### config.mk
export PLATFORM = sky130hd
export DESIGN_NAME = result_serializer_flat
export DESIGN_NICKNAME = d
export VERILOG_FILES = /design/src/rtl/result_serializer_pkg.sv /design/src/rtl/result_serializer_if.sv /design/src/rtl/result_fifo.sv /design/src/rtl/result_serializer.sv /design/src/flat_wrapper.sv
export SDC_FILE = /design/constraint.sdc
export NUM_CORES = 2
export LEC_CHECK = 0
export ABC_CLOCK_PERIOD_IN_PS = 4300
export CAP_MARGIN = 30
export CORE_ASPECT_RATIO = 0.7
export CORE_MARGIN = 10
export CORE_UTILIZATION = 56
export CTS_BUF_LIST = sky130_fd_sc_hd__clkbuf_16
export DETAILED_ROUTE_END_ITERATION = 8
export GPL_ROUTABILITY_DRIVEN = 1
export PLACE_DENSITY = 0.75
export SYNTH_ARGS = -nofsm -noshare
export SYNTH_HDL_FRONTEND = slang
export SYNTH_HIERARCHICAL = 1
export SYNTH_SLANG_ARGS = --single-unit
export TNS_END_PERCENT = 1
### constraint.sdc
create_clock -name clk -period 4.3 [get_ports clk]
set_input_delay 0.43 -clock clk [delete_from_list [all_inputs] [get_ports clk]]
set_output_delay 0.43 -clock clk [all_outputs]
set_load 0.005 [all_outputs]
### src/rtl/result_serializer_pkg.sv
// Shared definitions for the result serializer: frame sync byte, byte-count
// helper and the serializer FSM state encoding.
package result_serializer_pkg;

  localparam logic [7:0] SYNC_BYTE  = 8'hA5;
  localparam int         DATA_W_DEF = 40;

  function automatic int num_bytes(input int data_w);
    return data_w / 8;
  endfunction

  localparam int NB = num_bytes(DATA_W_DEF);

  typedef enum logic [1:0] {
    ST_IDLE = 2'd0,
    ST_LOAD = 2'd1,
    ST_SEND = 2'd2
  } ser_state_e;

endpackage

### src/rtl/result_serializer_if.sv
// Result-word write port and byte-stream port of the result serializer.
// The slave modport is the serializer's view; master is the harness/host view.
interface result_serializer_if #(
  parameter int DATA_W = result_serializer_pkg::DATA_W_DEF
);

  logic              fifo_wr_en;
  logic [DATA_W-1:0] dut_dout;
  logic              fifo_full;
  logic [7:0]        byte_dout;
  logic              byte_valid;
  logic              byte_ready;

  modport master (
    output fifo_wr_en, dut_dout, byte_ready,
    input  fifo_full, byte_dout, byte_valid
  );

  modport slave (
    input  fifo_wr_en, dut_dout, byte_ready,
    output fifo_full, byte_dout, byte_valid
  );

endinterface

### src/rtl/result_fifo.sv
// Single-clock synchronous FIFO with inferred block RAM. dout is the registered
// head word, so after a pop the next head is valid one cycle later.
module result_fifo #(
  parameter int DATA_W = 40,
  parameter int ADDR_W = 6
) (
  input  logic              clk,
  input  logic              rst,
  input  logic              wr_en,
  input  logic [DATA_W-1:0] din,
  input  logic              rd_en,
  output logic [DATA_W-1:0] dout,
  output logic [ADDR_W:0]   count
);

  localparam int                DEPTH      = 1 << ADDR_W;
  localparam logic [ADDR_W:0]   DEPTH_C    = {1'b1, {ADDR_W{1'b0}}};
  localparam logic [ADDR_W:0]   CNT_ZERO_C = {(ADDR_W+1){1'b0}};
  localparam logic [ADDR_W:0]   CNT_ONE_C  = {{ADDR_W{1'b0}}, 1'b1};
  localparam logic [ADDR_W-1:0] PTR_ONE_C  = {{(ADDR_W-1){1'b0}}, 1'b1};

  logic [DATA_W-1:0] mem_r [DEPTH];
  logic [ADDR_W-1:0] wr_ptr_r;
  logic [ADDR_W-1:0] rd_ptr_r;
  logic [ADDR_W:0]   count_r;
  logic [DATA_W-1:0] dout_r;
  logic              wr_ok_s;
  logic              rd_ok_s;

  assign wr_ok_s = wr_en && (count_r != DEPTH_C);
  assign rd_ok_s = rd_en && (count_r != CNT_ZERO_C);

  // RAM write port; storage is left unreset so it maps onto block RAM
  always_ff @(posedge clk) begin
    if (wr_ok_s) begin
      mem_r[wr_ptr_r] <= din;
    end
  end

  // registered head-word read
  always_ff @(posedge clk) begin
    if (rst) begin
      dout_r <= {DATA_W{1'b0}};
    end else begin
      dout_r <= mem_r[rd_ptr_r];
    end
  end

  // pointer and occupancy bookkeeping
  always_ff @(posedge clk) begin
    if (rst) begin
      wr_ptr_r <= {ADDR_W{1'b0}};
      rd_ptr_r <= {ADDR_W{1'b0}};
      count_r  <= CNT_ZERO_C;
    end else begin
      if (wr_ok_s) begin
        wr_ptr_r <= wr_ptr_r + PTR_ONE_C;
      end
      if (rd_ok_s) begin
        rd_ptr_r <= rd_ptr_r + PTR_ONE_C;
      end
      case ({wr_ok_s, rd_ok_s})
        2'b10:   count_r <= count_r + CNT_ONE_C;
        2'b01:   count_r <= count_r - CNT_ONE_C;
        default: count_r <= count_r;
      endcase
    end
  end

  assign dout  = dout_r;
  assign count = count_r;

endmodule

### src/rtl/result_serializer.sv
// Buffers DUT result words and streams them MSB-first as bytes to the host link.
// Optional macro RESULT_SERIALIZER_SYNC_EN prefixes every word with SYNC_BYTE.
module result_serializer
  import result_serializer_pkg::*;
#(
  parameter int DATA_W = 40,
  parameter int ADDR_W = 6,
  parameter int SLACK  = 4
) (
  input  logic                 clk,
  input  logic                 rst,
  result_serializer_if.slave   bus,
  output logic [15:0]          word_count,
  output logic                 overflow
);

  localparam int NB_L = num_bytes(DATA_W);
`ifdef RESULT_SERIALIZER_SYNC_EN
  localparam int FRAME_B = NB_L + 1;
`else
  localparam int FRAME_B = NB_L;
`endif
  localparam logic [ADDR_W:0] DEPTH_C    = {1'b1, {ADDR_W{1'b0}}};
  localparam logic [ADDR_W:0] FULL_THR_C = (ADDR_W+1)'((1 << ADDR_W) - SLACK);
  localparam logic [ADDR_W:0] CNT_ZERO_C = {(ADDR_W+1){1'b0}};
  localparam logic [ADDR_W:0] CNT_ONE_C  = {{ADDR_W{1'b0}}, 1'b1};
  localparam logic [3:0]      LAST_IDX_C = 4'(FRAME_B - 1);

  ser_state_e        state_r;
  logic [DATA_W-1:0] shift_r;
  logic [7:0]        byte_dout_r;
  logic              byte_valid_r;
  logic [3:0]        idx_r;
  logic [15:0]       word_count_r;
  logic              fifo_full_r;
  logic              overflow_r;

  logic [DATA_W-1:0] fifo_dout_s;
  logic [ADDR_W:0]   count_s;
  logic [ADDR_W:0]   count_next_s;
  logic              wr_accept_s;
  logic              pop_s;

  assign wr_accept_s = bus.fifo_wr_en && (count_s != DEPTH_C);
  assign pop_s       = (state_r == ST_LOAD);

  result_fifo #(
    .DATA_W (DATA_W),
    .ADDR_W (ADDR_W)
  ) u_fifo (
    .clk   (clk),
    .rst   (rst),
    .wr_en (wr_accept_s),
    .din   (bus.dut_dout),
    .rd_en (pop_s),
    .dout  (fifo_dout_s),
    .count (count_s)
  );

  // occupancy after this edge, used for the registered back-pressure flag
  always_comb begin
    count_next_s = count_s;
    case ({wr_accept_s, pop_s})
      2'b10:   count_next_s = count_s + CNT_ONE_C;
      2'b01:   count_next_s = count_s - CNT_ONE_C;
      default: count_next_s = count_s;
    endcase
  end

  // back-pressure and sticky overflow flags
  always_ff @(posedge clk) begin
    if (rst) begin
      fifo_full_r <= 1'b0;
      overflow_r  <= 1'b0;
    end else begin
      fifo_full_r <= (count_next_s >= FULL_THR_C);
      if (bus.fifo_wr_en && (count_s == DEPTH_C)) begin
        overflow_r <= 1'b1;
      end
    end
  end

  // serializer FSM: LOAD captures the registered FIFO head, SEND shifts bytes out
  always_ff @(posedge clk) begin
    if (rst) begin
      state_r      <= ST_IDLE;
      shift_r      <= {DATA_W{1'b0}};
      byte_dout_r  <= 8'h00;
      byte_valid_r <= 1'b0;
      idx_r        <= 4'd0;
      word_count_r <= 16'h0000;
    end else begin
      case (state_r)
        ST_IDLE: begin
          byte_valid_r <= 1'b0;
          if (count_s != CNT_ZERO_C) begin
            state_r <= ST_LOAD;
          end
        end
        ST_LOAD: begin
`ifdef RESULT_SERIALIZER_SYNC_EN
          byte_dout_r <= SYNC_BYTE;
          shift_r     <= fifo_dout_s;
`else
          byte_dout_r <= fifo_dout_s[DATA_W-1 -: 8];
          shift_r     <= {fifo_dout_s[DATA_W-9:0], 8'h00};
`endif
          idx_r        <= 4'd0;
          byte_valid_r <= 1'b1;
          state_r      <= ST_SEND;
        end
        ST_SEND: begin
          if (byte_valid_r && bus.byte_ready) begin
            if (idx_r == LAST_IDX_C) begin
              byte_valid_r <= 1'b0;
              if (word_count_r != 16'hFFFF) begin
                word_count_r <= word_count_r + 16'd1;
              end
              state_r <= (count_s != CNT_ZERO_C) ? ST_LOAD : ST_IDLE;
            end else begin
              byte_dout_r <= shift_r[DATA_W-1 -: 8];
              shift_r     <= {shift_r[DATA_W-9:0], 8'h00};
              idx_r       <= idx_r + 4'd1;
            end
          end
        end
        default: begin
          state_r      <= ST_IDLE;
          byte_valid_r <= 1'b0;
        end
      endcase
    end
  end

  assign bus.fifo_full  = fifo_full_r;
  assign bus.byte_dout  = byte_dout_r;
  assign bus.byte_valid = byte_valid_r;
  assign word_count     = word_count_r;
  assign overflow       = overflow_r;

endmodule

### src/flat_wrapper.sv
// flat-port wrapper written by rule: the top's interface ports become plain ports
module result_serializer_flat import result_serializer_pkg::*;
#(
  parameter int DATA_W = 40,
  parameter int ADDR_W = 6,
  parameter int SLACK  = 4
)
  (clk, rst, word_count, overflow, bus_fifo_wr_en, bus_dut_dout, bus_byte_ready, bus_fifo_full, bus_byte_dout, bus_byte_valid);
  result_serializer_if #(.DATA_W(DATA_W)) bus_i ();
  input  logic clk;
  input  logic rst;
  output logic [15:0] word_count;
  output logic overflow;
  input wire logic [$bits(bus_i.fifo_wr_en)-1:0] bus_fifo_wr_en;
  input wire logic [$bits(bus_i.dut_dout)-1:0] bus_dut_dout;
  input wire logic [$bits(bus_i.byte_ready)-1:0] bus_byte_ready;
  output wire logic [$bits(bus_i.fifo_full)-1:0] bus_fifo_full;
  output wire logic [$bits(bus_i.byte_dout)-1:0] bus_byte_dout;
  output wire logic [$bits(bus_i.byte_valid)-1:0] bus_byte_valid;
  assign bus_i.fifo_wr_en = bus_fifo_wr_en;
  assign bus_i.dut_dout = bus_dut_dout;
  assign bus_i.byte_ready = bus_byte_ready;
  assign bus_fifo_full = bus_i.fifo_full;
  assign bus_byte_dout = bus_i.byte_dout;
  assign bus_byte_valid = bus_i.byte_valid;
  result_serializer #(.DATA_W(DATA_W), .ADDR_W(ADDR_W), .SLACK(SLACK)) u_core (.clk(clk), .rst(rst), .bus(bus_i), .word_count(word_count), .overflow(overflow));
endmodule
==> reports/metrics.csv <==
stage;metric;value;unit
run_status;status;finished, final reports clean;
placement;io_buffers;70;
floorplan;die_area;201000;µm²
global_route;track_usage;0.257;
timing;tightestPinTransition;0.983;ns
placement;place_congestion;0.856;
layout;layout_commonest_cell;edfxtp_1;
setup_path;r2r_cells;11;
setup_path;r2r_slack;0.82;ns
timing;fin_crit;3.48;ns
setup_path;path_depth;11;
power;p_per_area;471;nW/µm²
global_route;grt_antenna_before_repair;9;
timing;fin_worst_skew;0.0261;ns
cts;clkSinkCount;2684;
logic_synthesis;synth_area;103000;µm²
layout;fin_util;0.635;
power;irDropWorstVdd;0.467;mV
detailed_routing;drt-total-wl;261000;µm
timing;slew_headroom;0.328;
logic_synthesis;synth_top_flop_cell;edfxtp_1;
power;power.total;54.5;mW
min_path;holdCritStartpoint;bus_dut_dout[20];
logic_synthesis;async_flop_share;0;
layout;syn_to_final_growth;12.8;%
power;p_leak;35.2;nW
cts;worstSkewPairLatency;0.87;ns
layout;n_fill_cell;11800;
global_route;overflow;0;
setup_path;crit_arrival;4.23;ns
min_path;worstHoldPathType;in -> reg;
cts;numCtsBuffers;227;
min_path;hold_end;u_core/u_fifo/mem_r[32][20];
setup_path;crit_fanout;13;
setup_path;slowest_stage;or4_1;
global_route;grt_pass1_vias;51100;
timing;finalSetupViolCount;0;
min_path;hold_path_depth;1;
timing;finalSetupTns;0;ns
detailed_routing;ant_nets;0;
detailed_routing;via_count;52100;
logic_synthesis;yosys_warnings;6;
setup_path;critPathRequiredTime;5.05;ns
placement;dp_cells;7277;
floorplan;initial_core_util;0.563;
floorplan;ioPinCount;71;
floorplan;rows;131;
timing;fmax;288;MHz
cts;cts.htree.levels;4;
layout;fin_nets;5132;
logic_synthesis;synth-seq-cells;2684;
timing;timing.final.crit_share;0.809;
placement;dp_hpwl;152000;µm
logic_synthesis;syn_inst;4772;
layout;drive_gt1_frac;0.245;
logic_synthesis;synthesis.nets;4831;
detailed_routing;viasPerCell;6.74;
global_route;grt_pass1_wl;376000;µm
setup_path;r2r_end;u_core/u_fifo/count[6];
cts;cts_buffer_depth;3;
cts;cts_resized;0;
floorplan;coreArea;182000;µm²
timing;rsz0062_at_grt;no;
flow_run;cap_violations;0;
setup_path;path_cells;or4_1 -> o31a_1 -> inv_1 -> ha_1 -> inv_1 -> fa_1 -> nor2b_1 -> o21a_1 -> o211ai_1 -> o211ai_1 -> mux2_2;
detailed_routing;drc_errors;0;
timing;drv_slew;0;
setup_path;crit_path_start_kind;flop;
setup_path;max_stage_delay;0.62;ns
detailed_routing;drtIter0Drc;8439;
detailed_routing;avgRoutedWirePerCell;33.8;µm
floorplan;die_x;532;µm
timing;hold_viol;0;
setup_path;r2r_start;u_core/u_fifo/count[2];
cts;cts_tree;yes;
logic_synthesis;synth_seq_area_share;0.773;
cts;cts-root-buf;clkbuf_16;
setup_path;critPathTopFamily;compound AO/OA/AOI/OAI gates;
logic_synthesis;synth_cell_types;69;
setup_path;critical_path_class;reg -> reg;
setup_path;endpoint_kind;flop;
cts;clkTransAtPathRegs;0.07;ns
global_route;grt_max_degree;81;
layout;most-common-layout-cells;2,560 x edfxtp_1, 552 x mux4_2, 325 x mux2i_1, 230 x clkbuf_16, 174 x buf_4;
detailed_routing;firstDrtPassIters;7;
setup_path;worst-path-buf-inv;2;
floorplan;fp.dieH;378;µm
logic_synthesis;avgSynthCellArea;21.5;µm²
layout;fin_cells;7732;
logic_synthesis;synth_edf_count;2560;
## sequential cells by signal (all words and copies together), names as in the netlist
name	flops
u_core/overflow	1
u_core/u_fifo/mem_r	2560
u_core/u_fifo/wr_ptr_r	6
u_core/bus.byte_valid	1
u_core/shift_r	32
u_core/u_fifo/dout	40
u_core/u_fifo/count	7
u_core/state_r	2
u_core/idx_r	4
u_core/word_count	16
u_core/u_fifo/rd_ptr_r	6
u_core/bus.fifo_full	1
u_core/bus.byte_dout	8
## logic make-up (layout without fill, tap and decap cells)
logic type,Yosys count,in the layout,synth area share
adder cells (fa/ha/maj),15,15,0.00190
XOR/XNOR,30,30,0.00256
AND/OR/NAND/NOR,311,311,0.0146
buffers and inverters,298,795,0.0161
multiplexers,887,887,0.154
other,0,3,0
AO/OA/AOI/OAI,547,547,0.0379
flip-flops,2684,2684,0.773
## worst reg2reg max path, cell delays in order, from the launching register on
cell	delay [ns]
dfxtp_1	0.46
or4_1	0.62
o31a_1	0.36
inv_1	0.09
ha_1	0.31
inv_1	0.16
fa_1	0.42
nor2b_1	0.14
o21a_1	0.19
o211ai_1	0.13
o211ai_1	0.13
mux2_2	0.36
## layer usage
layer  vias to the layer above  GRT usage  wire length [µm]
li1                      20700          -                 -
met1                     27100      0.382            101000
met2                      3780      0.378            116000
met3                       495     0.0677             35700
met4                         6     0.0799              8620
met5                         -          0                34
## where the power goes
group	internal, mW	switching (mW)	leakage [nW]
Clock	10.9	9.24	3.73
Combinational	2.32	2.80	7.44
Sequential	28.9	0.296	24.0
## synth_stat cells, types with 6 or more instances
cell / count / area share
clkbuf_1: 104 / 0.0038
mux2i_1: 325 / 0.032
nor3_1: 9 / 0.00044
mux2_2: 9 / 0.00099
xor2_1: 23 / 0.0020
nand4_1: 9 / 0.00055
nand3b_1: 9 / 0.00066
buf_6: 37 / 0.0041
a211o_1: 17 / 0.0015
a22o_1: 54 / 0.0046
nor2_1: 184 / 0.0067
mux4_2: 552 / 0.12
edfxtp_1: 2560 / 0.75
ha_1: 14 / 0.0017
buf_4: 37 / 0.0027
a22oi_1: 47 / 0.0034
o211ai_1: 6 / 0.00044
o221ai_1: 47 / 0.0040
nand2b_1: 7 / 0.00043
buf_2: 90 / 0.0044
a221oi_1: 6 / 0.00051
nand3_1: 9 / 0.00044
a2111oi_0: 21 / 0.0018
a21oi_1: 72 / 0.0035
buf_1: 15 / 0.00055
dfxtp_1: 124 / 0.024
o21ai_0: 34 / 0.0017
inv_1: 15 / 0.00055
nand2_1: 28 / 0.0010
o22ai_1: 105 / 0.0064
xnor2_1: 7 / 0.00060
o21ai_1: 8 / 0.00039
a211oi_1: 101 / 0.0074
nor2b_1: 10 / 0.00061
## stage by stage
| stage | area (µm²) | hold WS, ns | setup slack (ns) |
|---|---|---|---|
| finish | 116000 | 0.0559 | 0.822 |
| global route | 116000 | 0.0610 | 0.661 |
| CTS | 116000 | 0.0126 | 0.904 |
| detailed placement | 108000 | 0.449 | 0.665 |
| global placement | 108000 | 0.438 | 0.669 |
| floorplan | 103000 | 0.419 | 0.273 |
## how the worst max path moves through the flow
stage | from | end | slack [ns]
after detailed placement | bus_fifo_wr_en | u_core/u_fifo/count[6] | 0.67
after global routing | u_core/u_fifo/count[2] | u_core/u_fifo/count[6] | 0.66
after global placement | bus_fifo_wr_en | u_core/u_fifo/count[6] | 0.67
final | u_core/u_fifo/count[2] | u_core/u_fifo/count[6] | 0.82
after CTS | u_core/u_fifo/count[2] | u_core/u_fifo/count[6] | 0.90
after floorplan | u_core/u_fifo/count[3] | u_core/u_fifo/mem_r[59][0] | 0.27
## timing repair
action,in CTS,in global routing
hold buffers,10,7
buffers inserted,0,0
hold endpoints to repair,114,34
## cell type report
cell class / instances / area (µm²) / share of cell area
diodes: 3 / 7.51 / 0.0000648
clock inverters: 195 / 1450 / 0.0125
repair buffers: 355 / 3850 / 0.0333
inverters: 15 / 56.3 / 0.000486
clock buffers: 230 / 5760 / 0.0497
well taps: 2460 / 3080 / 0.0266
flip-flops and latches: 2684 / 79400 / 0.686
multi-input cells: 1790 / 22200 / 0.192
Power figures use the tool's default switching activity.
